[src/rtl/qbert_move_ctrl.sv]
// Q*bert move controller: turns direction/tilt requests into jump or saucer commands
// for the animation layer and keeps position, visited cubes, lives and score.
module qbert_move_ctrl #(
    parameter int N_CUBE      = 28,
    parameter int LIVES_INIT  = 3,
    parameter int ACK_TIMEOUT = 1024,
    parameter int SCORE_STEP  = 25
) (
    input  logic              clk,
    input  logic              reset,
    input  logic              dir_valid,
    input  logic [2:0]        dir_req,
    input  logic [1:0]        tilt_req,
    input  logic              game_pause,
    input  logic              game_restart,
    input  logic              done_move,
    input  logic [2:0]        state_qb,
    output logic [N_CUBE-1:0] position_qb,
    output logic [N_CUBE-1:0] e_next_qb,
    output logic [2:0]        e_jump_qb,
    output logic              e_bad_jump,
    output logic              e_win_qb,
    output logic [1:0]        e_tilt_acc,
    output logic [N_CUBE-1:0] cubes_done,
    output logic [2:0]        lives,
    output logic [15:0]       score,
    output logic              busy,
    output logic              game_over
);
    typedef enum logic [2:0] {S_IDLE, S_ISSUE, S_MOVE, S_SETTLE, S_OVER} state_t;

    localparam logic [2:0]        QB_IDLE   = 3'd2;
    localparam logic [N_CUBE-1:0] TOP       = N_CUBE'(1);
    localparam logic [N_CUBE-1:0] ALL_CUBES = '1;
    localparam int                TW        = $clog2(ACK_TIMEOUT) + 1;

    state_t          state, state_nxt;
    logic [TW-1:0]   tmo_cnt;
    logic [2:0]      cur_r, cur_k, t_r, t_k;
    logic            t_ok, dir_ok, tilt_ok, accept;
    logic [N_CUBE-1:0] tgt;
    logic            issue_tilt, issue_jump, tmo, land, settle_done;
    logic [16:0]     score_sum;
    logic            is_new;

    function automatic logic [4:0] row_base(input logic [2:0] r);
        case (r)
            3'd2:    return 5'd1;
            3'd3:    return 5'd3;
            3'd4:    return 5'd6;
            3'd5:    return 5'd10;
            3'd6:    return 5'd15;
            3'd7:    return 5'd21;
            default: return 5'd0;
        endcase
    endfunction

    // Decode the one-hot position back to (row, column).
    always_comb begin
        cur_r = 3'd1;
        cur_k = 3'd0;
        for (int r = 1; r <= 7; r++)
            for (int k = 0; k < r; k++)
                if (position_qb[r*(r-1)/2+k]) begin
                    cur_r = 3'(r);
                    cur_k = 3'(k);
                end
    end

    always_comb begin
        t_r    = cur_r;
        t_k    = cur_k;
        t_ok   = 1'b0;
        dir_ok = 1'b1;
        case (dir_req)
            3'd1:    begin t_r = cur_r + 3'd1; t_k = cur_k;        t_ok = (cur_r != 3'd7); end
            3'd2:    begin t_r = cur_r + 3'd1; t_k = cur_k + 3'd1; t_ok = (cur_r != 3'd7); end
            3'd3:    begin t_r = cur_r - 3'd1; t_k = cur_k - 3'd1; t_ok = (cur_k != 3'd0); end
            3'd4:    begin t_r = cur_r - 3'd1; t_k = cur_k;        t_ok = (cur_k != cur_r - 3'd1); end
            default: dir_ok = 1'b0;
        endcase
        tgt = t_ok ? (TOP << (row_base(t_r) + {2'b00, t_k})) : '0;
    end

    assign tilt_ok   = (tilt_req == 2'd1 && cur_k == 3'd0) ||
                       (tilt_req == 2'd2 && cur_k == cur_r - 3'd1);
    assign accept    = !game_pause && !game_over && done_move && state_qb == QB_IDLE;
    assign score_sum = {1'b0, score} + 17'(SCORE_STEP);
    assign is_new    = ~|(cubes_done & e_next_qb);

    always_ff @(posedge clk or posedge reset)
        if (reset) state <= S_IDLE;
        else       state <= state_nxt;

    always_comb begin
        state_nxt   = state;
        issue_tilt  = 1'b0;
        issue_jump  = 1'b0;
        tmo         = 1'b0;
        land        = 1'b0;
        settle_done = 1'b0;
        case (state)
            S_IDLE:
                if (accept) begin
                    if (tilt_ok) begin
                        issue_tilt = 1'b1;
                        state_nxt  = S_ISSUE;
                    end else if (dir_valid && dir_ok) begin
                        issue_jump = 1'b1;
                        state_nxt  = S_ISSUE;
                    end
                end
            S_ISSUE:
                if (!done_move) state_nxt = S_MOVE;
                else if (tmo_cnt == TW'(ACK_TIMEOUT - 1)) begin
                    tmo       = 1'b1;
                    state_nxt = S_IDLE;
                end
            S_MOVE:
                if (done_move) begin
                    land = 1'b1;
                    if (e_tilt_acc != 2'd0 || e_bad_jump) state_nxt = S_SETTLE;
                    else if (e_win_qb)                    state_nxt = S_OVER;
                    else                                  state_nxt = S_IDLE;
                end
            S_SETTLE:
                if (state_qb == QB_IDLE && done_move) begin
                    settle_done = 1'b1;
                    state_nxt   = (lives == 3'd0) ? S_OVER : S_IDLE;
                end
            default: state_nxt = state;
        endcase
        if (game_restart) state_nxt = S_IDLE;
    end

    always_ff @(posedge clk or posedge reset) begin
        if (reset) begin
            position_qb <= TOP;  cubes_done <= TOP;  e_next_qb <= TOP;
            e_jump_qb   <= '0;   e_tilt_acc <= '0;   e_bad_jump <= 1'b0; e_win_qb <= 1'b0;
            lives       <= 3'(LIVES_INIT);           score <= '0;
            busy        <= 1'b0; game_over  <= 1'b0; tmo_cnt <= '0;
        end else if (game_restart) begin
            position_qb <= TOP;  cubes_done <= TOP;  e_next_qb <= TOP;
            e_jump_qb   <= '0;   e_tilt_acc <= '0;   e_bad_jump <= 1'b0; e_win_qb <= 1'b0;
            lives       <= 3'(LIVES_INIT);           score <= '0;
            busy        <= 1'b0; game_over  <= 1'b0; tmo_cnt <= '0;
        end else begin
            tmo_cnt <= (state == S_ISSUE) ? tmo_cnt + TW'(1) : '0;
            if (issue_tilt) begin
                e_tilt_acc <= tilt_req;  e_next_qb <= TOP;  e_jump_qb <= '0;
                e_bad_jump <= 1'b0;      e_win_qb  <= 1'b0; busy      <= 1'b1;
            end
            if (issue_jump) begin
                e_jump_qb  <= dir_req;   e_next_qb <= tgt;  e_tilt_acc <= '0;
                e_bad_jump <= !t_ok;
                e_win_qb   <= ((cubes_done | tgt) == ALL_CUBES) && t_ok;
                busy       <= 1'b1;
            end
            // Idle "no move pending" convention: target equals the current cube.
            if (tmo) begin
                e_jump_qb <= '0; e_tilt_acc <= '0; e_bad_jump <= 1'b0; e_win_qb <= 1'b0;
                e_next_qb <= position_qb; busy <= 1'b0;
            end
            if (land) begin
                if (e_tilt_acc != 2'd0 || e_bad_jump) begin
                    position_qb <= TOP;
                    if (e_bad_jump && lives != 3'd0) lives <= lives - 3'd1;
                end else begin
                    position_qb <= e_next_qb;
                    if (is_new) begin
                        cubes_done <= cubes_done | e_next_qb;
                        score      <= score_sum[16] ? 16'hFFFF : score_sum[15:0];
                    end
                    busy <= 1'b0;
                    if (e_win_qb) game_over <= 1'b1;
                    else begin
                        e_jump_qb <= '0; e_tilt_acc <= '0; e_bad_jump <= 1'b0;
                    end
                end
            end
            if (settle_done) begin
                e_jump_qb <= '0; e_tilt_acc <= '0; e_bad_jump <= 1'b0; e_win_qb <= 1'b0;
                e_next_qb <= TOP; busy <= 1'b0;
                if (lives == 3'd0) game_over <= 1'b1;
            end
        end
    end
endmodule

[config.mk]
export PLATFORM = sky130hd
export DESIGN_NAME = qbert_move_ctrl
export DESIGN_NICKNAME = d
export VERILOG_FILES = /design/src/rtl/qbert_move_ctrl.sv
export SDC_FILE = /design/constraint.sdc
export NUM_CORES = 1
export LEC_CHECK = 0
export ABC_AREA = 1
export BUFFER_PORTS_ARGS = -buffer_cell sky130_fd_sc_hd__buf_2
export CAP_MARGIN = 20
export CORE_MARGIN = 5
export CORE_UTILIZATION = 45
export DETAILED_ROUTE_END_ITERATION = 8
export HOLD_SLACK_MARGIN = 0.12
export PLACE_DENSITY = 0.77
export SYNTH_ARGS = -nofsm -noshare
export SYNTH_HDL_FRONTEND = slang
export SYNTH_SLANG_ARGS = --single-unit
export TNS_END_PERCENT = 30
[constraint.sdc]
create_clock -name clk -period 7.7 [get_ports clk]
set_clock_uncertainty 0.2 [all_clocks]
set_input_delay 1.155 -clock clk [delete_from_list [all_inputs] [get_ports clk]]
set_output_delay 1.155 -clock clk [all_outputs]
set_load 0.02 [all_outputs]
After elaboration in Yosys (flattened, before gate mapping)

Index checks and enable logic that the tools add are counted.
Widths: inputs -> output; s select.

Input bits: 14
Flip-flop bits (word level): 126
Output and inout port bits: 112

Reduce and logical (&&, ||, !) cells: 32
Bitwise logic cells: 3
Equal/unequal tests: 28
Shifts and indexed selects: 1
Add/subtract/negate cells: 8
Mux-type cells: 150

Operator list:

| cell                  | number |
|---|---|
| $mux 28               | 13 |
| $mux 3                | 74 |
| $mux 16               | 5 |
| $or 28x28->28         | 2 |
| $mux 1                | 42 |
| $pmux 5 s6            | 1 |
| $and 28x28->28        | 1 |
| $eq 28x28->1 const B  | 1 |
| $reduce_or 28->1      | 1 |
| $shl 1x5->28 const A  | 1 |
| $mux 11               | 2 |
| $eq 3x2->1 const B    | 7 |
| $mux 2                | 9 |
| $add 16x5->17 const B | 1 |
| $eq 3x3->1 const B    | 5 |
| $ne 3x3->1 const B    | 4 |
| $pmux 3 s2            | 2 |
| $pmux 3 s4            | 1 |
| $add 11x1->11 const B | 1 |
| $eq 11x10->1 const B  | 1 |
| $reduce_bool 5->1     | 2 |
| $logic_and 1x1->1     | 9 |
| $logic_not 3->1       | 3 |
| $sub 3x1->3 const B   | 3 |
| 18 further kinds      | 31 |

Logic depth before layout (Yosys ltp)

Word-level depth: 42
Mapped depth: 47
Mapped depth without buffers: 47

Worst setup path before layout

Ideal clock, no wire load.

Path type: register to register
Start: reg position_qb[3]
End: reg e_win_qb
Arrival: 4.124 ns
Cell stages (with the launch flop): 46
Buffers on the path: 0
Slack: 3.310 ns
Library setup time: 0.065 ns
Required time: 7.435 ns
Path through: dfrtp_1 inv_2 nand2_1 nand2_1 nand2_1 nand2_1 nand2_1 nand2_1 nand2_1 nand2_1 nand2_1 nand2_1 nand2_1 nand2_1 nand2_1 nand2_1 nand2_1 nand2_1 (+10 left out) xor2_1 inv_1 ha_1 nand2_1 nand2_1 a31oi_1 inv_1 nand2_2 nand2_4 nor2_2 inv_2 nor4_1 a21oi_1 nor2_1 nand2_1 nor2_1 nand2_1 nand2_1

Cells in the longest elaborated chain, start to end: 39
Elaborated cells on any way between the ends: 89
Classes of those cells: 5 x add/sub; 10 x eq/ne; 1 x shift; 65 x mux; 1 x bitwise; 7 x reduce/logical

Ends and longest elaborated chain:

| what                                              | line | text |
|---|---|---|
| start, declared                                   | 18   | `output logic [N_CUBE-1:0] position_qb,` |
| start signal, assigned                            | 169  | `position_qb <= e_next_qb;` |
| $mux 3 (25 in series)                             | 64   | `if (position_qb[r*(r-1)/2+k]) begin` |
| $sub 3x1->3 / $add 3x1->3 (equally long branches) | -    |  |
| $pmux 3 s2                                        | 75   | `case (dir_req)` |
| $eq 3x3->1 / $eq 3x2->1 (equally long branches)   | 47   | `case (r)` |
| $pmux 5 s6                                        | 47   |  |
| $add 5x3->5                                       | 82   | `tgt = t_ok ? (TOP << (row_base(t_r) + {2'b00, t_k})) : '0;` |
| $shl 1x5->28                                      | 82   |  |
| $mux 28                                           | 82   |  |
| $or 28x28->28                                     | 156  | `e_win_qb <= ((cubes_done \| tgt) == ALL_CUBES) && t_ok;` |
| $eq 28x28->1                                      | 156  |  |
| $logic_and 1x1->1                                 | 156  |  |
| $mux 1                                            | 153  | `if (issue_jump) begin` |
| $mux 1                                            | 160  | `if (tmo) begin` |
| $mux 1                                            | 181  | `if (settle_done) begin` |
| $mux 1                                            | 142  | `end else if (game_restart) begin` |
| end signal, assigned                              | 156  |  |
| end, declared                                     | 22   | `output logic e_win_qb,` |

Parallel ways exist; a longest one is shown, timed or not.
A chain may end at the register's enable or synchronous reset.

Worst setup path in the final report

Ends and elaborated chain as after synthesis.

==> results.md <==
- Status: complete, no violations
- Unique masters post-synth: 44
- Largest cells by area after synthesis: dfrtp_1 (42%), nand2_1 (12%), inv_1 (7.4%)
- Critical path class: flip-flop to flip-flop
- Fin crit share: between 60 and 70%
- Fin util: a little over half
- Die area: between 15000 and 20000 sq um
- Syn nets: 1000
- Gr ovfl total: 0
- Aggregate global-route resource usage: about 25%
- Slowest stage cell, crit path: xor2_1
- Global-route wire length before repair: 36500 um
- Drt initial violations: between 700 and 800
- Maximum clock path buffer count: 2
- Reg-to-Reg Start: position_qb[3]$_DFFE_PP0P_
- RSZ-0062 raised after global routing: no
- Max-Cap Viols: 0
- Initial core utilization: 45.7%
- Power share of the clock group: roughly 52%
- Design area: 8600 sq um
- Top cell type's share of synthesized area: between 40% and 50%
- CTS tree: yes
- Clock root buffer: clkbuf_16
- Dpl hpwl: 17100 um
- Most frequent cells in the layout: nand2_1 (233), inv_1 (142), buf_2 (125)
- Syn Std Cell Area: approximately 7200 sq um
- H-tree depth: 4
- Final-report max-slew violation count: 0
- Setup_tns: 0 ps
- Arrival time worst endpoint: around 5500 ps
- Core box area: ~16000 sq um
- Placed cell count: 1287
- Cells after Synth: just under 1000
- Synth warn: 0
- Reg2Reg Depth: 41
- Mean cell area of the mapped netlist: ~7.4 sq um
- Final worst slack: approximately 2400 ps
- Resized cells post-CTS: 0
- Total power: ~1.5 mW
- I/O pin count: 126
- Combinational cell fraction of total power: about 5%
- Fmax: 187 MHz
- # Post-CTS Setup Buffers: 0
- Hold Path End: tmo_cnt[0]$_DFF_PP0_
- Worst-margin pin slew: 944 ps
- Reg2reg setup slack: 2360 ps
- CTS Sinks: around 130
- Critical Path RT: about 7900 ps
- Largest net degree at the start of global routing: between 70 and 80
- Net Sw Frac: between 20 and 25%
- Synth Register Bits: approximately 130
- Worst hold slack: roughly 260 ps
- Dpl ws: around 2500 ps
- WL per Instance: between 15 and 20 um
- Routed Antenna Nets: 0
- Worst setup EP type: flip-flop
- VDD IR-drop max: 0.143 mV
- Placement-stage cell area: around 8000 sq um
- Sequential power share: 43.3%
- Most common cell after layout, fill and taps aside: nand2_1
- Vias/cell: 5.49
- Area grow syn2layout: 19.0%
- Nets: between 1000 and 1500
- Total routed wirelength: between 20000 and 25000 um
- FP Rows: 46
- Min cycle time layout: ~5300 ps
- Worst-path clk slew: ~50 ps
- Internal: ~1.2 mW
- Area leader, netlist: dfrtp_1
- Die X: between 100 and 150 um
- Worst R2R End: e_win_qb$_DFFE_PP0P_
- Via count: about 7300
- Rel. slew slack: a little under two fifths
- # hold bufs at CTS: 0
- Initial antenna violation count: 0
- Final GP Congestion: 0.962
- Number of port buffers: around 130
- Sw power: ~0.35 mW
- HP Start: tmo_cnt[0]$_DFF_PP0_
- Vias in the first global route: about 7000
- DR pass1 iterations: 6
- CTS Buf Count: 17
- Sequential area share after synthesis: ~44%
- Antenna cells: 0
- Hold WC Path Type: flip-flop to flip-flop
- Pwr/cell area: between 150 and 200 nW/um^2
- Final Hold Viols: 0
- Fillers: 1481
- Register Area: ~3200 sq um
- Leakage: roughly 4.2 nW
- Share of layout cells above drive strength 1: between 10% and 20%
- Later-pin clock latency in the skew report: about 420 ps
- Count of final setup violators: 0
- Hold path depth: 1
- Multi-input logic area: 3340 sq um
- Crit path top cell by count: nand2_1
- CP Max Fanout: 9
- Die extent in y: around 140 um
- Crit-path max cell delay: roughly 570 ps
- Post-route non-filler standard cell count: 1320
- DRC violations left: 0
- Worst setup SP type: flip-flop
==> worst max-delay path, delay by kind of cell, from the launching register on <==
family	cells	cell delay, ps
compound gates	2	250
xor+xnor	2	750
fa+ha+maj	2	790
flops	1	400
buf+inv	3	360
simple gates	32	2520
==> state kept, by name (all words and copies together) (netlist names) <==
signal       flops
busy             1
cubes_done      28
e_bad_jump       1
e_jump_qb        3
e_next_qb       28
e_tilt_acc       2
e_win_qb         1
game_over        1
lives            3
position_qb     28
score           16
state            3
tmo_cnt         11
==> kinds of logic after synthesis <==
family / Yosys count / share of synthesized area [%]
AO/OA/AOI/OAI: 219 / 17.4
AND/OR/NAND/NOR: 420 / 25.0
adder cells (fa/ha/maj): 12 / 2.28
flip-flops: 126 / 43.7
XOR/XNOR: 9 / 1.45
buffers and inverters: 188 / 10.1
==> per-layer routing <==
metal | routed length (um) | global-route usage [%] | vias up
met5 | 0 | 0 | -
met4 | 655 | 9.18 | 0
met3 | 1810 | 5.29 | 49
met2 | 10500 | 38.5 | 321
met1 | 10300 | 35.4 | 3419
li1 | - | - | 3462
==> how the worst max path moves through the flow <==
| stage | startpoint | to | slack (ps) | cells after the start |
|---|---|---|---|---|
| 2_1_floorplan | reset | busy$_DFF_PP0_ | 3000 | 1 |
| 3_3_place_gp | position_qb[3]$_DFFE_PP0P_ | e_win_qb$_DFFE_PP0P_ | 2460 | 41 |
| 3_5_place_dp | position_qb[3]$_DFFE_PP0P_ | e_win_qb$_DFFE_PP0P_ | 2540 | 41 |
| 4_1_cts | position_qb[3]$_DFFE_PP0P_ | e_win_qb$_DFFE_PP0P_ | 2480 | 41 |
| 5_1_grt | position_qb[3]$_DFFE_PP0P_ | e_win_qb$_DFFE_PP0P_ | 1820 | 41 |
| 6_report | position_qb[3]$_DFFE_PP0P_ | e_win_qb$_DFFE_PP0P_ | 2360 | 41 |
==> cell type report <==
type	instances	area share, %
Clock buffer	26	5.69
Timing Repair Buffer	129	7.80
Multi-Input combinational cell	660	38.8
Sequential cell	126	36.7
Tap cell	216	3.14
Inverter	157	6.88
Clock inverter	6	0.960
==> cell usage after synthesis (all sizes together) <==
| master | n |
|---|---|
| nor4 | 8 |
| o211ai | 2 |
| ha | 10 |
| clkbuf | 17 |
| a21boi | 1 |
| nor3b | 5 |
| a31oi | 4 |
| o2111ai | 2 |
| xor2 | 6 |
| xnor2 | 3 |
| or2 | 3 |
| nand3 | 32 |
| nand4 | 18 |
| dfrtp | 121 |
| o21ai | 69 |
| a2111oi | 3 |
| inv | 156 |
| dfstp | 5 |
| fa | 2 |
| buf | 14 |
| a211oi | 3 |
| a21oi | 61 |
| o21a | 2 |
| nor3 | 21 |
| o21bai | 1 |
| o22ai | 68 |
| clkinv | 1 |
| a22oi | 2 |
| nor2 | 92 |
| o221ai | 1 |
| nand2 | 241 |
==> power by group through the flow <==
| stage | sequential [mW] | combinational (mW) | clock, mW |
|---|---|---|---|
| detailed placement | 0.676 | 0.0762 | 0 |
| global placement | 0.676 | 0.0754 | 0 |
| floorplan | 0.677 | 0.0518 | 0 |
| CTS | 0.665 | 0.0767 | 0.801 |
| global route | 0.664 | 0.0864 | 0.823 |
| finish | 0.665 | 0.0775 | 0.793 |
(Power assumes the default switching activity.)
